$ cat src/rtl/seg7_ascii_scan.sv
// seg7_ascii_scan
//   Time-multiplexed driver for a NUM_DIGITS-digit 7-segment display fed with
//   ASCII characters. Characters, decimal points and blink enables are held in
//   shadow registers that are refreshed only on LOAD. Each digit owns a slot of
//   CLK_DIV cycles. The first cycle of every slot is blanked so the previous
//   digit's pattern never ghosts onto the next anode. Brightness is a 16-step
//   PWM. Blinking toggles every BLINK_FRAMES full scans.
//
// Ports
//   CLK         system clock, rising edge
//   RST_N       asynchronous active-low reset
//   DATA        ASCII characters, digit i = DATA[8i+7:8i], digit 0 rightmost
//   DP          per-digit decimal point request
//   LOAD        capture DATA/DP/BLINK_EN into the shadow registers
//   BLINK_EN    per-digit blink enable
//   BRIGHT      brightness, lit while pwm_cnt <= BRIGHT
//   ENABLE      0 forces the display dark; scanning keeps running
//   SEGMENT     registered segment drive {dp,g,f,e,d,c,b,a}
//   DIG         registered one-hot digit select
//   FRAME_DONE  one-cycle pulse after the last digit slot of a frame ends
module seg7_ascii_scan #(
    parameter int NUM_DIGITS     = 4,
    parameter int CLK_DIV        = 50000,
    parameter int BLINK_FRAMES   = 64,
    parameter int SEG_ACTIVE_LOW = 1,
    parameter int DIG_ACTIVE_LOW = 1
) (
    input  logic                    CLK,
    input  logic                    RST_N,
    input  logic [8*NUM_DIGITS-1:0] DATA,
    input  logic [NUM_DIGITS-1:0]   DP,
    input  logic                    LOAD,
    input  logic [NUM_DIGITS-1:0]   BLINK_EN,
    input  logic [3:0]              BRIGHT,
    input  logic                    ENABLE,
    output logic [7:0]              SEGMENT,
    output logic [NUM_DIGITS-1:0]   DIG,
    output logic                    FRAME_DONE
);

    localparam int PW = (CLK_DIV > 1) ? $clog2(CLK_DIV) : 1;
    localparam int IW = (NUM_DIGITS > 1) ? $clog2(NUM_DIGITS) : 1;
    localparam int FW = (BLINK_FRAMES > 1) ? $clog2(BLINK_FRAMES) : 1;

    localparam logic [PW-1:0] PRE_LAST = PW'(CLK_DIV - 1);
    localparam logic [IW-1:0] IDX_LAST = IW'(NUM_DIGITS - 1);
    localparam logic [FW-1:0] FR_LAST  = FW'(BLINK_FRAMES - 1);

    // Inactive levels of the pins, used both for reset and for dark cycles.
    localparam logic [7:0]            SEG_OFF = (SEG_ACTIVE_LOW != 0) ? 8'hFF : 8'h00;
    localparam logic [NUM_DIGITS-1:0] DIG_OFF = (DIG_ACTIVE_LOW != 0) ? '1 : '0;

    // ------------------------------------------------------------------
    // State
    // ------------------------------------------------------------------
    logic [7:0]            sh_char [NUM_DIGITS];
    logic [NUM_DIGITS-1:0] sh_dp;
    logic [NUM_DIGITS-1:0] sh_blink;

    logic [PW-1:0] presc;
    logic [IW-1:0] idx;
    logic [FW-1:0] frame_cnt;
    logic          blink_phase;
    logic [3:0]    pwm_cnt;

    logic slot_end;
    logic frame_end;
    logic blink_wrap;

    assign slot_end   = (presc == PRE_LAST);
    assign frame_end  = slot_end && (idx == IDX_LAST);
    assign blink_wrap = frame_end && (frame_cnt == FR_LAST);

    // ------------------------------------------------------------------
    // Shadow registers
    // ------------------------------------------------------------------
    always_ff @(posedge CLK or negedge RST_N) begin
        if (!RST_N) begin
            for (int i = 0; i < NUM_DIGITS; i++) begin
                sh_char[i] <= 8'h20;
            end
            sh_dp    <= '0;
            sh_blink <= '0;
        end else if (LOAD) begin
            for (int i = 0; i < NUM_DIGITS; i++) begin
                sh_char[i] <= DATA[8*i +: 8];
            end
            sh_dp    <= DP;
            sh_blink <= BLINK_EN;
        end
    end

    // ------------------------------------------------------------------
    // Scan timing: prescaler, digit index, frame/blink counters, PWM
    // ------------------------------------------------------------------
    always_ff @(posedge CLK or negedge RST_N) begin
        if (!RST_N) begin
            presc       <= '0;
            idx         <= '0;
            frame_cnt   <= '0;
            blink_phase <= 1'b0;
            pwm_cnt     <= 4'd0;
            FRAME_DONE  <= 1'b0;
        end else begin
            pwm_cnt    <= pwm_cnt + 4'd1;
            FRAME_DONE <= frame_end;
            if (slot_end) begin
                presc <= '0;
                idx   <= (idx == IDX_LAST) ? '0 : idx + IW'(1);
            end else begin
                presc <= presc + PW'(1);
            end
            if (frame_end) begin
                frame_cnt <= blink_wrap ? '0 : frame_cnt + FW'(1);
            end
            // Phase flips on the same edge that ends the last frame of a
            // half-period, so the next frame already shows the new phase.
            if (blink_wrap) begin
                blink_phase <= ~blink_phase;
            end
        end
    end

    // ------------------------------------------------------------------
    // Character decode, active-high {g,f,e,d,c,b,a}
    // ------------------------------------------------------------------
    function automatic logic [6:0] decode(input logic [7:0] c);
        logic [7:0] u;
        logic [6:0] s;
        // Fold lowercase onto uppercase so letters are case-insensitive.
        u = ((c >= 8'h61) && (c <= 8'h7A)) ? (c - 8'h20) : c;
        case (u)
            8'h30:   s = 7'h3F; // 0
            8'h31:   s = 7'h06; // 1
            8'h32:   s = 7'h5B; // 2
            8'h33:   s = 7'h4F; // 3
            8'h34:   s = 7'h66; // 4
            8'h35:   s = 7'h6D; // 5
            8'h36:   s = 7'h7D; // 6
            8'h37:   s = 7'h07; // 7
            8'h38:   s = 7'h7F; // 8
            8'h39:   s = 7'h6F; // 9
            8'h41:   s = 7'h77; // A
            8'h42:   s = 7'h7C; // B
            8'h43:   s = 7'h39; // C
            8'h44:   s = 7'h5E; // D
            8'h45:   s = 7'h79; // E
            8'h46:   s = 7'h71; // F
            8'h48:   s = 7'h76; // H
            8'h4C:   s = 7'h38; // L
            8'h50:   s = 7'h73; // P
            8'h2D:   s = 7'h40; // -
            8'h5F:   s = 7'h08; // _
            default: s = 7'h00; // space and anything unsupported
        endcase
        return s;
    endfunction

    // ------------------------------------------------------------------
    // Output next-state
    // ------------------------------------------------------------------
    logic                  lit;
    logic [7:0]            seg_pat;
    logic [NUM_DIGITS-1:0] dig_sel;
    logic [7:0]            seg_nxt;
    logic [NUM_DIGITS-1:0] dig_nxt;

    always_comb begin
        seg_pat = {sh_dp[idx], decode(sh_char[idx])};
        dig_sel = NUM_DIGITS'(1) << idx;
        // Dark when disabled, outside the PWM window, in the slot's guard
        // cycle (presc == 0), or blanked by the blink phase.
        lit = ENABLE
              && (pwm_cnt <= BRIGHT)
              && (presc != '0)
              && !(blink_phase && sh_blink[idx]);
        seg_nxt = lit ? seg_pat : 8'h00;
        dig_nxt = lit ? dig_sel : '0;
        // Polarity is applied last, after all blanking decisions.
        if (SEG_ACTIVE_LOW != 0) seg_nxt = ~seg_nxt;
        if (DIG_ACTIVE_LOW != 0) dig_nxt = ~dig_nxt;
    end

    always_ff @(posedge CLK or negedge RST_N) begin
        if (!RST_N) begin
            SEGMENT <= SEG_OFF;
            DIG     <= DIG_OFF;
        end else begin
            SEGMENT <= seg_nxt;
            DIG     <= dig_nxt;
        end
    end

endmodule

$ cat config.mk
export PLATFORM = sky130hd
export DESIGN_NAME = seg7_ascii_scan
export DESIGN_NICKNAME = d
export VERILOG_FILES = /design/src/rtl/seg7_ascii_scan.sv
export SDC_FILE = /design/constraint.sdc
export NUM_CORES = 1
export LEC_CHECK = 0
export ABC_AREA = 1
export BUFFER_PORTS_ARGS = -buffer_cell sky130_fd_sc_hd__buf_2
export CELL_PAD_IN_SITES_DETAIL_PLACEMENT = 0
export CELL_PAD_IN_SITES_GLOBAL_PLACEMENT = 1
export CORE_ASPECT_RATIO = 2
export CORE_MARGIN = 8
export CORE_UTILIZATION = 44
export DETAILED_ROUTE_END_ITERATION = 8
export PLACE_DENSITY_LB_ADDON = 0.1
export SLEW_MARGIN = 20
export SYNTH_ARGS = -nofsm -noshare
export SYNTH_HDL_FRONTEND = slang
export SYNTH_SLANG_ARGS = --single-unit
$ cat constraint.sdc
create_clock -name CLK -period 2.9 [get_ports CLK]
set_clock_uncertainty 0.05 [all_clocks]
set_input_delay 0.58 -clock CLK [delete_from_list [all_inputs] [get_ports CLK]]
set_output_delay 0.58 -clock CLK [all_outputs]
set_load 0.1 [all_outputs]
==> results.toml <==
[worst_setup_path]
cp_slowest_cell = "dfrtp_1"
crit_path_max_fanout = 23
crit_required_ns = 3.10
regToRegSetupSlack_ns = 0.49
r2r_cells = 14
startpoint_type = "flip-flop"
cp_slowest_stage_delay_ns = 0.44
worstPathCellList = "inv_2 > nand2_1 > nand3_1 > and2_4 > inv_1 > ha_1 > inv_1 > nor2_4 > nor2_8 > nand3_4 > a21oi_2 > nor2_2 > nand3_2 > nand3_1"
cp.arrival_ns = 2.61
worstSetupPathType = "flip-flop to flip-flop"
r2r_start = "idx[0]"
cp-end-kind = "flip-flop"
timing.rr.end = "SEGMENT[2]"

[synthesis]
async_flop_share_pct = 100
syn_area_per_cell_um2 = 8.79
syn_area_mm2 = 0.00444
yosysTopAreaCellShare_pct = 37.2
yosys-top-cells-area = "dfrtp_1 (37%), dfstp_2 (9.5%), nand2_1 (9.2%)"
synth_seq_cells = 82
synth_fp_nets = 566
yosys_warnings = 0
synth_edf_count = 0
syn_inst = 505
ys.flop_type = "dfrtp_1"
yosysTopAreaCell = "dfrtp_1"
ys_types = 45
ys_seq_area_share_pct = 46.7

[floorplan]
fp.dieH_um = 158
core-area_mm2 = 0.00995
dieArea_mm2 = 0.0138
die_x_um = 87.0
ioPinCount = 61
num_rows = 52
start_util_pct = 44.6

[clocking]
cts_buffers = 9
cts_setup_buffers = 0
clockBufferDepth = 2
cts_hold_buf = 0
cts-root-buf = "clkbuf_16"
cts_resized = 0
htree_levels = 3
cts_tree = "yes"
path_clk_slew_ns = 0.06
insertion_delay_ns = 0.33
clock_sinks = 82

[sta]
finalSetupTns_ns = 0
post-route-period-util_pct = 83.0
period_minus_slack_ns = 2.41
worst_slew_pin_slew_ns = 0.936
rsz0062_at_grt = "false"
hold_viol_final = 0
finalMaxSlewViolations = 0
fmax_ghz = 0.416
worst_slack_ns = 0.493
slew_headroom_pct = 37.6
finalSetupViolations = 0

[global_routing]
antenna_found_initial = 0
grt_pass1_wl_mm = 16.6
globalRouteOverflowTotal = 0
grt_usage_pct = 15.3
grt_pass1_vias = 3526
grt_max_degree = 75

[routing]
vias = 3453
drt_iter0_drc = 207
drt-pass1-iter-count = 7
viasPerCell = 4.85
route.detailed.drc = 0
wl_mm = 9.59
avgRoutedWirePerCell_um = 13.5
antenna_left = 0

[power]
power_density_mw_per_mm2 = 558
leakagePower_uw = 0.00262
peakVddDrop_mv = 0.377

[placed_design]
dp.cells = 696
gp_congestion = 0.896
dp_hpwl_mm = 7.14
place_ws_ns = 0.474
io_buffers = 60

[flow_run]
cap_violations = 0

[layout]
areaGrowthSynthToFinish_pct = 18.7
num_antenna_cells = 0
fill_cells = 996
drive_above_1_share_pct = 29.3
instances_no_fill = 712
nets = 633

[run_status]
status = "finished clean"

[worst_hold_path]
hp-class = "input port to asynchronous set/reset pin"
[cells in the mapped netlist (4+ instances only)]
master and n:
nand2_1 109, nand2_2 9, ha_1 13, o21ai_0 17
dfrtp_1 66, buf_2 4, a21oi_1 19, mux2_2 35
nor2_1 46, clkbuf_1 5, inv_2 8, xor2_1 6
o21ai_1 4, nor3_1 10, nand4_1 8, inv_1 58
dfstp_2 16, nor4_1 4, nand3_1 35
[per-layer routing]
metal	part of all wire (%)	GRT usage (%)
met1	47	19.2
met5	0	0
met2	44	23.7
met4	2.2	6.04
met3	6.8	4.73
[layout by cell type (no fill, tap or decap), types with 2 or more instances in the layout]
cell,instances
nand3_1,35
dfrtp_1,66
nor2_4,2
nand3_2,2
ha_1,13
bufinv_16,4
nand2_2,9
nor3_1,10
mux2_2,35
nand4_1,8
xnor2_1,2
o21ai_0,17
inv_1,58
nor4_1,4
nor2_1,46
nand4_2,2
buf_4,9
buf_2,59
o21a_1,2
nor2_2,2
inv_2,8
clkbuf_16,9
xor2_1,6
clkbuf_1,2
o21ai_1,4
a21oi_1,19
nand2_1,109
dfstp_2,16
[critical path, delay by kind of cell (launching register included)]
kind	cells	cell delay, ns
flip-flops	1	0.44
buffers and inverters	3	0.47
AO/OA/AOI/OAI	1	0.19
AND/OR/NAND/NOR	9	0.89
adder cells (fa/ha/maj)	1	0.28
[metrics by stage]
| stage | instance area [µm²] | util (%) | hold WS [ns] | total power [µW] |
|---|---|---|---|---|
| final | 5270 | 52.9 | 0.318 | 2940 |
| after global routing | 5270 | 52.9 | 0.411 | 3060 |
| after CTS | 5270 | 52.9 | 0.375 | 2980 |
| after detailed placement | 4910 | 49.3 | 0.416 | 1590 |
| after global placement | 4910 | 49.3 | 0.405 | 1590 |
| after floorplan | 4440 | - | 0.234 | 1480 |
[where the power goes]
part / switching (µW) / internal [µW] / total (µW)
clock: 438 / 930 / 1370
combinational: 205 / 123 / 328
sequential: 30.2 / 1210 / 1240
[logic make-up after synthesis]
logic type               count (synthesis)  share of synthesized area, %
AND/OR/NAND/NOR                        236                          25.2
flip-flops                              82                          46.7
buffers and inverters                   80                          7.36
AO/OA/AOI/OAI                           51                          6.65
multiplexers                            35                          8.88
adder cells (fa/ha/maj)                 13                          3.67
XOR/XNOR                                 8                          1.58
[area by class of cell]
| type | count | area, µm² | share of cell area, % |
|---|---|---|---|
| Clock inverter | 5 | 129 | 2.45 |
| Inverter | 68 | 258 | 4.89 |
| Timing Repair Buffer | 68 | 363 | 6.89 |
| Tap cell | 135 | 169 | 3.21 |
| Multi-Input combinational cell | 343 | 2050 | 38.8 |
| Sequential cell | 82 | 2070 | 39.3 |
| Clock buffer | 11 | 233 | 4.42 |
[worst max-delay path by stage]
stage               startpoint  cells after the start    endpoint  slack (ns)
detailed placement      idx[0]                     14  SEGMENT[2]        0.47
finish                  idx[0]                     14  SEGMENT[2]        0.49
floorplan            BRIGHT[1]                      9  SEGMENT[6]        0.75
CTS                     idx[0]                     14  SEGMENT[2]        0.47
global route            idx[0]                     16  SEGMENT[6]        0.25
global placement        idx[0]                     14  SEGMENT[6]        0.50
[sequential cells by signal, indices dropped and copies added, names as in the netlist]
signal	cells
blink_phase	1
frame_cnt	6
sh_char	32
sh_dp	4
idx	2
presc	16
DIG	4
pwm_cnt	4
SEGMENT	8
FRAME_DONE	1
sh_blink	4
(Power assumes the default switching activity.)
